[config.mk]
export PLATFORM = sky130hd
export DESIGN_NAME = change_dispenser_flat
export DESIGN_NICKNAME = d
export VERILOG_FILES = /design/src/rtl/change_dispenser_if.sv /design/src/rtl/change_dispenser.sv /design/src/flat_wrapper.sv
export SDC_FILE = /design/constraint.sdc
export NUM_CORES = 1
export LEC_CHECK = 0
export BUFFER_PORTS_ARGS = -buffer_cell sky130_fd_sc_hd__buf_2
export CAP_MARGIN = 30
export CORE_AREA = 2 2 97 76
export DETAILED_ROUTE_END_ITERATION = 8
export DIE_AREA = 0 0 99 78
export MAX_ROUTING_LAYER = met4
export PLACE_DENSITY = 0.55
export REMOVE_ABC_BUFFERS = 1
export SYNTH_ARGS = -nofsm -noshare
export SYNTH_HDL_FRONTEND = slang
export SYNTH_SLANG_ARGS = --single-unit
[constraint.sdc]
create_clock -name clk -period 2.9 [get_ports clk]
set_input_delay 0.435 -clock clk [delete_from_list [all_inputs] [get_ports clk]]
set_output_delay 0.435 -clock clk [all_outputs]
set_load 0.02 [all_outputs]
[src/rtl/change_dispenser_if.sv]
// change_dispenser_if: controller <-> coin dispenser bus (job request, refill, eject pulses, status, coin counts)
interface change_dispenser_if;
  logic       change_load;
  logic [7:0] change_amt;
  logic       refill;
  logic       coin5_out;
  logic       coin2_out;
  logic       coin1_out;
  logic       busy;
  logic       done;
  logic [7:0] shortfall;
  logic       short_flag;
  logic [3:0] cnt5;
  logic [3:0] cnt2;
  logic [3:0] cnt1;
  modport master (
    output change_load, change_amt, refill,
    input  coin5_out, coin2_out, coin1_out, busy, done, shortfall, short_flag, cnt5, cnt2, cnt1
  );
  modport slave (
    input  change_load, change_amt, refill,
    output coin5_out, coin2_out, coin1_out, busy, done, shortfall, short_flag, cnt5, cnt2, cnt1
  );
endinterface

[src/rtl/change_dispenser.sv]
// change_dispenser: greedy $5/$2/$1 coin ejector; clk/rst (async active-low) plus bus (slave): change_load/change_amt/refill in, coin pulses/busy/done/shortfall/short_flag/counts out
module change_dispenser #(
  parameter int PULSE_CYCLES = 4,
  parameter int GAP_CYCLES   = 4,
  parameter int INIT_COINS   = 8
) (
  input logic clk,
  input logic rst,
  change_dispenser_if.slave bus
);
  typedef enum logic [2:0] {IDLE, SELECT, PULSE, GAP, DONE} state_t;
  localparam logic [3:0] INIT       = 4'(INIT_COINS);
  localparam logic [7:0] PULSE_LAST = 8'(PULSE_CYCLES - 1);
  localparam logic [7:0] GAP_LAST   = 8'(GAP_CYCLES - 1);
  state_t     state, state_nx;
  logic [7:0] remaining, shortfall, timer;
  logic [3:0] cnt5, cnt2, cnt1;
  logic [2:0] coin;
  logic       pick5, pick2, pick1;
  always_comb begin
    pick5    = remaining >= 8'd5 && cnt5 != 4'd0;
    pick2    = !pick5 && remaining >= 8'd2 && cnt2 != 4'd0;
    pick1    = !pick5 && !pick2 && remaining != 8'd0 && cnt1 != 4'd0;
    state_nx = state;
    case (state)
      IDLE:    state_nx = bus.change_load ? SELECT : IDLE;
      SELECT:  state_nx = (pick5 || pick2 || pick1) ? PULSE : DONE;
      PULSE:   state_nx = timer == 8'd0 ? GAP : PULSE;
      GAP:     state_nx = timer == 8'd0 ? SELECT : GAP;
      default: state_nx = IDLE;
    endcase
  end
  always_ff @(posedge clk or negedge rst)
    if (!rst) state <= IDLE;
    else      state <= state_nx;
  // shortfall is captured on the edge into DONE so it is valid alongside done
  always_ff @(posedge clk or negedge rst)
    if (!rst) begin
      remaining <= 8'd0;
      shortfall <= 8'd0;
      timer     <= 8'd0;
      coin      <= 3'd0;
      cnt5      <= INIT;
      cnt2      <= INIT;
      cnt1      <= INIT;
    end else begin
      case (state)
        IDLE: begin
          if (bus.refill) begin
            cnt5 <= INIT;
            cnt2 <= INIT;
            cnt1 <= INIT;
          end
          if (bus.change_load) remaining <= bus.change_amt;
        end
        SELECT: begin
          coin      <= {pick5, pick2, pick1};
          timer     <= PULSE_LAST;
          remaining <= remaining - (pick5 ? 8'd5 : pick2 ? 8'd2 : {7'd0, pick1});
          cnt5      <= cnt5 - {3'd0, pick5};
          cnt2      <= cnt2 - {3'd0, pick2};
          cnt1      <= cnt1 - {3'd0, pick1};
          if (!(pick5 || pick2 || pick1)) shortfall <= remaining;
        end
        PULSE:   timer <= timer == 8'd0 ? GAP_LAST : timer - 8'd1;
        GAP:     timer <= timer - 8'd1;
        default: ;
      endcase
    end
  // coin outputs decode from the registered state so reset drops them at once
  assign bus.coin5_out  = state == PULSE && coin[2];
  assign bus.coin2_out  = state == PULSE && coin[1];
  assign bus.coin1_out  = state == PULSE && coin[0];
  assign bus.busy       = state != IDLE;
  assign bus.done       = state == DONE;
  assign bus.shortfall  = shortfall;
  assign bus.short_flag = shortfall != 8'd0;
  assign bus.cnt5       = cnt5;
  assign bus.cnt2       = cnt2;
  assign bus.cnt1       = cnt1;
endmodule

[src/flat_wrapper.sv]
// flat-port wrapper written by rule: the top's interface ports become plain ports
module change_dispenser_flat 
#(
  parameter int PULSE_CYCLES = 4,
  parameter int GAP_CYCLES   = 4,
  parameter int INIT_COINS   = 8
)
  (clk, rst, bus_change_load, bus_change_amt, bus_refill, bus_coin5_out, bus_coin2_out, bus_coin1_out, bus_busy, bus_done, bus_shortfall, bus_short_flag, bus_cnt5, bus_cnt2, bus_cnt1);
  change_dispenser_if bus_i ();
  input logic clk;
  input logic rst;
  input wire logic [$bits(bus_i.change_load)-1:0] bus_change_load;
  input wire logic [$bits(bus_i.change_amt)-1:0] bus_change_amt;
  input wire logic [$bits(bus_i.refill)-1:0] bus_refill;
  output wire logic [$bits(bus_i.coin5_out)-1:0] bus_coin5_out;
  output wire logic [$bits(bus_i.coin2_out)-1:0] bus_coin2_out;
  output wire logic [$bits(bus_i.coin1_out)-1:0] bus_coin1_out;
  output wire logic [$bits(bus_i.busy)-1:0] bus_busy;
  output wire logic [$bits(bus_i.done)-1:0] bus_done;
  output wire logic [$bits(bus_i.shortfall)-1:0] bus_shortfall;
  output wire logic [$bits(bus_i.short_flag)-1:0] bus_short_flag;
  output wire logic [$bits(bus_i.cnt5)-1:0] bus_cnt5;
  output wire logic [$bits(bus_i.cnt2)-1:0] bus_cnt2;
  output wire logic [$bits(bus_i.cnt1)-1:0] bus_cnt1;
  assign bus_i.change_load = bus_change_load;
  assign bus_i.change_amt = bus_change_amt;
  assign bus_i.refill = bus_refill;
  assign bus_coin5_out = bus_i.coin5_out;
  assign bus_coin2_out = bus_i.coin2_out;
  assign bus_coin1_out = bus_i.coin1_out;
  assign bus_busy = bus_i.busy;
  assign bus_done = bus_i.done;
  assign bus_shortfall = bus_i.shortfall;
  assign bus_short_flag = bus_i.short_flag;
  assign bus_cnt5 = bus_i.cnt5;
  assign bus_cnt2 = bus_i.cnt2;
  assign bus_cnt1 = bus_i.cnt1;
  change_dispenser #(.PULSE_CYCLES(PULSE_CYCLES), .GAP_CYCLES(GAP_CYCLES), .INIT_COINS(INIT_COINS)) u_core (.clk(clk), .rst(rst), .bus(bus_i));
endmodule
After elaboration in Yosys (flattened, before gate mapping). Index checks and enable logic that the tools add are counted.

Register bits after elaboration: 42. Bits in latches: 0. RAM bits: 0. Memory bits (read-only): 0. Input bits: 12. Memories: 0.

Add/subtract/negate cells: 5. Multiply operators: 0. Div/mod/pow operators: 0. Order comparisons: 2. Equal/unequal tests: 6. Shift-type cells: 0. Multiplexer cells: 15. Bitwise logic cells: 1. Reductions and logical operators: 26.

Operators with widths (number): 8-bit 2-to-1 mux (3); 4-bit one-hot mux with 2 select lines (3); 8-bit one-hot mux with 3 select lines (1); 8-bit one-hot mux with 2 select lines (1); 8-bit nonzero test (2); 3-bit one-hot mux with 4 select lines (1); 4-bit nonzero test (3); 4-bit by 1-bit subtractor with 4-bit output (3); 1-bit logical AND (9); 8-bit by 2-bit >= comparator with 1-bit output (second input constant) (1); 8-bit by 3-bit >= comparator with 1-bit output (second input constant) (1); 8-bit logical NOT (1); 8-bit by 1-bit subtractor with 8-bit output (second input constant) (1); 8-bit subtractor (1); 3-bit by 2-bit == test with 1-bit output (second input constant) (2); 2-bit AND reduction (3); 3-bit nonzero test (2); 2-bit 2-to-1 mux (2); 4-bit 2-to-1 mux (1); 2-bit inequality test (second input constant) (2); 3-bit by 1-bit == test with 1-bit output (second input constant) (1); 3-bit == test (second input constant) (1); 3-bit logical NOT (1); 3-bit 2-to-1 mux (1); other kinds (5) (8).

Depth between registers and ports, before layout.
Word-level depth: 13. Mapped depth: 13. Mapped depth without buffers: 13.

Worst setup path before layout. No wires, ideal clock.

Kind: register to register. From: register u_core.cnt2[0] (netlist: u_core.bus.cnt2[0]). To: register u_core.remaining[4]. Setup time: 0.133 ns. Arrival: 2.720 ns. Data required time: 2.767 ns. Setup slack: 0.047 ns. Stages on the path, launching flop included: 13. Cells stage by stage: dfrtp_1 or4_4 a21o_1 a21oi_4 o21ai_0 nand2_1 ha_1 inv_1 fa_1 a211oi_1 nand2_1 nand3_1 o211ai_1.

Word-level cells in the longest chain between the ends: 10.

RTL lines: from (decl) (RTL line change_dispenser.sv:17) `logic [3:0] cnt5, cnt2, cnt1;`; from (signal assigned) (RTL line change_dispenser.sv:61) `cnt2 <= cnt2 - {3'd0, pick2};`; 4-bit nonzero test * (RTL line change_dispenser.sv:22) `pick2 = !pick5 && remaining >= 8'd2 && cnt2 != 4'd0;`; 1-bit logical AND * (RTL line change_dispenser.sv:22); 1-bit logical NOT (RTL line change_dispenser.sv:23) `pick1 = !pick5 && !pick2 && remaining != 8'd0 && cnt1 != 4'd0;`; 1-bit logical AND (3 in a row) (RTL line change_dispenser.sv:23); 2-bit 2-to-1 mux * (RTL line change_dispenser.sv:59) `remaining <= remaining - (pick5 ? 8'd5 : pick2 ? 8'd2 : {7'd0, pick1});`; 8-bit 2-to-1 mux * (RTL line change_dispenser.sv:59); 8-bit subtractor * (RTL line change_dispenser.sv:59); 8-bit one-hot mux with 2 select lines * (RTL line change_dispenser.sv:47) `case (state)`; to (signal assigned) (RTL line change_dispenser.sv:54) `if (bus.change_load) remaining <= bus.change_amt;`; to (signal assigned) (RTL line change_dispenser.sv:59); to (decl) (RTL line change_dispenser.sv:16) `logic [7:0] remaining, shortfall, timer;`.

Every way passes the cells marked *; elsewhere a longest branch is shown, timed or not. A chain may end at the register's enable or synchronous reset.

Worst setup path in the final report.
From: register u_core.cnt2[0] (netlist: u_core.bus.cnt2[0]). To: register u_core.remaining[6].

Same word-level chain as after synthesis.

==> flow_summary.yaml <==
run_status:
  status: "finished clean"
power:
  power_density_nw_per_um2: 936
  p_sw_share_pct: 42.9
  p_leak_nw: 1.35
  seqPwrFrac_pct: 39.7
  vdd_drop_max_mv: 0.415
  power_frac_comb_pct: 45.7
  power_switching_mw: 1.13
  finalPower_mw: 2.63
  power_frac_clock_pct: 14.6
  internal_power_mw: 1.50
grt:
  grt_max_degree: 43
  grt_pass1_vias: 1815
  track_usage_pct: 15.3
  antenna_found_initial: 0
  grt_pass1_wl_mm: 9.11
  overflow: 0
worst_setup_path:
  critPathMostFrequentCell: "nand2_1"
  critPathMaxStageDelay_ps: 550
  rr_startpoint: "u_core.bus.cnt2[0]$_DFFE_PN0P_"
  crit_path_max_fanout: 3
  cp-start-kind: "flip-flop"
  cp_cell_sequence: "or4_4 -> a21o_1 -> a21oi_4 -> o21ai_1 -> nand2_1 -> ha_2 -> inv_1 -> fa_2 -> a211oi_2 -> nand2_1 -> o22ai_1 -> nor2_1"
  crit_path_top_delay_cell: "or4_4"
  crit_path_start: "u_core.bus.cnt2[0]$_DFFE_PN0P_"
  cp_top_family: "simple AND/OR/NAND/NOR gates"
  endpoint_kind: "flip-flop"
  crit_arrival_ps: 2930
  critPathRequiredTime_ps: 3090
  timing.critical_path.buf_inv: 1
  critPathKind: "flip-flop to flip-flop"
logic_synthesis:
  avgSynthCellArea_um2: 9.54
  syn_inst: 241
  ys_ff_latch: 42
  yosysSeqAreaShare_pct: 45.9
  yosysUniqueCellTypes: 45
  synth-edff-count: 0
  ys.flop_type: "dfrtp_1"
  syn_area_um2: 2300
  async_reset_ff_share_pct: 100
  yosys_warnings: 0
drt:
  vias: 1872
  firstDrtPassIters: 4
  drtIter0Drc: 80
  detail-route-antenna-nets: 0
  drcViolationCount: 0
  totalWireLength_mm: 5.33
  routedWlPerCell_um: 14.1
  routed_via_density: 4.94
sta:
  hold_viol_final: 0
  drv_slew: 0
  fin_tns_setup_ps: 0
  worst_pin_slew_ps: 490
  period_minus_slack_ps: 2740
  setup-violations-final: 0
  fin_skew_ps: 10.5
  fin_crit_sh_pct: 94.3
  fmax_ghz: 0.366
  relSlewSlack_pct: 67.1
worst_hold_path:
  hp-start: "bus_change_amt[3]"
  hold_path.class: "primary input to flip-flop"
cells_and_area:
  final_common_cell: "dfrtp_1"
  post-route-util_pct: 42.1
  final_cells: 379
  drive_gt1_share_pct: 28.1
  final_cell_mix: "dfrtp_1, buf_2, nor2_1"
  area_growth_pct: 22.0
  num_antenna_cells: 0
  nets: 317
clocking:
  cts_tree: "done"
  htreeDepth: 2
  cts_root_buf: "clkbuf_8"
  numCtsBuffers: 5
  cts.sinks: 42
  path_clk_slew_ps: 80
  post_cts_buffers: 0
  clk-insertion-delay-late_ps: 300
  clockBufferDepth: 2
die:
  chipWidth_um: 99
  die_h_um: 78
  rows: 26
  core_area_um2: 6670
  start_util_pct: 34.5
  die-area_um2: 7720
  num_io_pins: 38
place:
  dp_hpwl_mm: 4.01
  portBuffers: 37
  dp.cells: 369
  gp_congestion: 0.779
job:
  cap_violations: 0
## power groups by stage
stage	Sequential (mW)	Combinational (mW)	Clock (mW)
after global placement	1.04	1.17	0
final	1.04	1.20	0.384
after global routing	1.08	1.37	0.422
after CTS	1.04	1.19	0.397
after floorplan	1.10	0.715	0
after detailed placement	1.05	1.18	0
## routing by layer
layer | vias up | part of all wire [%] | GRT usage, %
li1 | 944 | - | -
met1 | 875 | 51 | 22.9
met2 | 47 | 41 | 20.7
met3 | 6 | 6.5 | 3.42
met4 | 0 | 1.0 | 4.11
met5 | - | 0 | -
## flip-flops by register name, summed over array words and instances (netlist names)
register	flops
u_core.remaining	8
u_core.coin	3
u_core.timer	8
u_core.bus.cnt2	4
u_core.bus.cnt1	4
u_core.bus.cnt5	4
u_core.bus.shortfall	8
u_core.state	3
## cell type report
type	count	area (um^2)
timing repair buffer	54	328
tap	84	105
clock inverter	2	13.8
fill	696	3860
sequential	42	1050
multi-input combinational	172	1160
clock buffer	6	72.6
inverter	19	71.3
## cells by family after synthesis
family,after synthesis,share of synthesized area [%]
mux,7,4.57
xor+xnor,10,3.81
buf+inv,27,4.52
fa+ha+maj,11,6.31
flops,42,45.9
compound gates,48,15.3
simple gates,96,19.6
## cells in the mapped netlist, types with 2 or more instances
cell,instances,area (um^2)
a21oi_1,5,25.0
xor2_1,8,70.1
buf_2,2,10.0
nor2_1,35,131
a21o_1,3,22.5
nand3_1,5,25.0
xnor2_1,2,17.5
nand2b_1,2,12.5
nor4_1,4,25.0
dfrtp_1,39,976
o21ai_0,9,45.0
nor3_1,8,40.0
clkbuf_1,6,22.5
o2bb2ai_1,2,17.5
a31oi_1,3,18.8
and2_1,4,25.0
inv_1,19,71.3
o22ai_1,8,50.1
a311oi_1,3,26.3
a41oi_1,3,26.3
nand2_1,28,105
a211oi_1,2,15.0
nand4_1,2,12.5
dfstp_2,3,78.8
mux2_4,7,105
ha_1,10,125
## repair_timing
item / CTS / global route
gates resized for setup: 0 / 6
hold endpoints to repair: 0 / 5
setup endpoints to repair: 0 / 3
hold buffers: 0 / 1
## metrics by stage
stage                     cell area [um^2]  setup WS, ps  hold WS [ps]
after floorplan                       2270          8.11           139
after global placement                2670           151           467
after detailed placement              2670          39.5           468
after CTS                             2760          29.9           312
after global routing                  2810         -23.1           389
final                                 2810           165           356
## tightest hold or removal path, cell delays in order
cell,delay [ps]
buf_2,80
nand2_1,40
nand3_1,70
## path summary, 6_finish.rpt
| path | to | slack [ps] | cells past startpoint |
|---|---|---|---|
| max | u_core.remaining[6]$_DFFE_PN0P_ | 160 | 12 |
| min | u_core.remaining[3]$_DFFE_PN0P_ | 360 | 3 |
| max reg2reg | u_core.remaining[6]$_DFFE_PN0P_ | 160 | 12 |
| min reg2reg | u_core.coin[0]$_DFFE_PN0P_ | 480 | 2 |
| max in group asynchronous | u_core.bus.cnt2[3]$_DFFE_PN1P_ | 1900 | 3 |
| min in group asynchronous | u_core.timer[0]$_DFFE_PN0P_ | 490 | 2 |
Power figures use the tool's default switching activity.
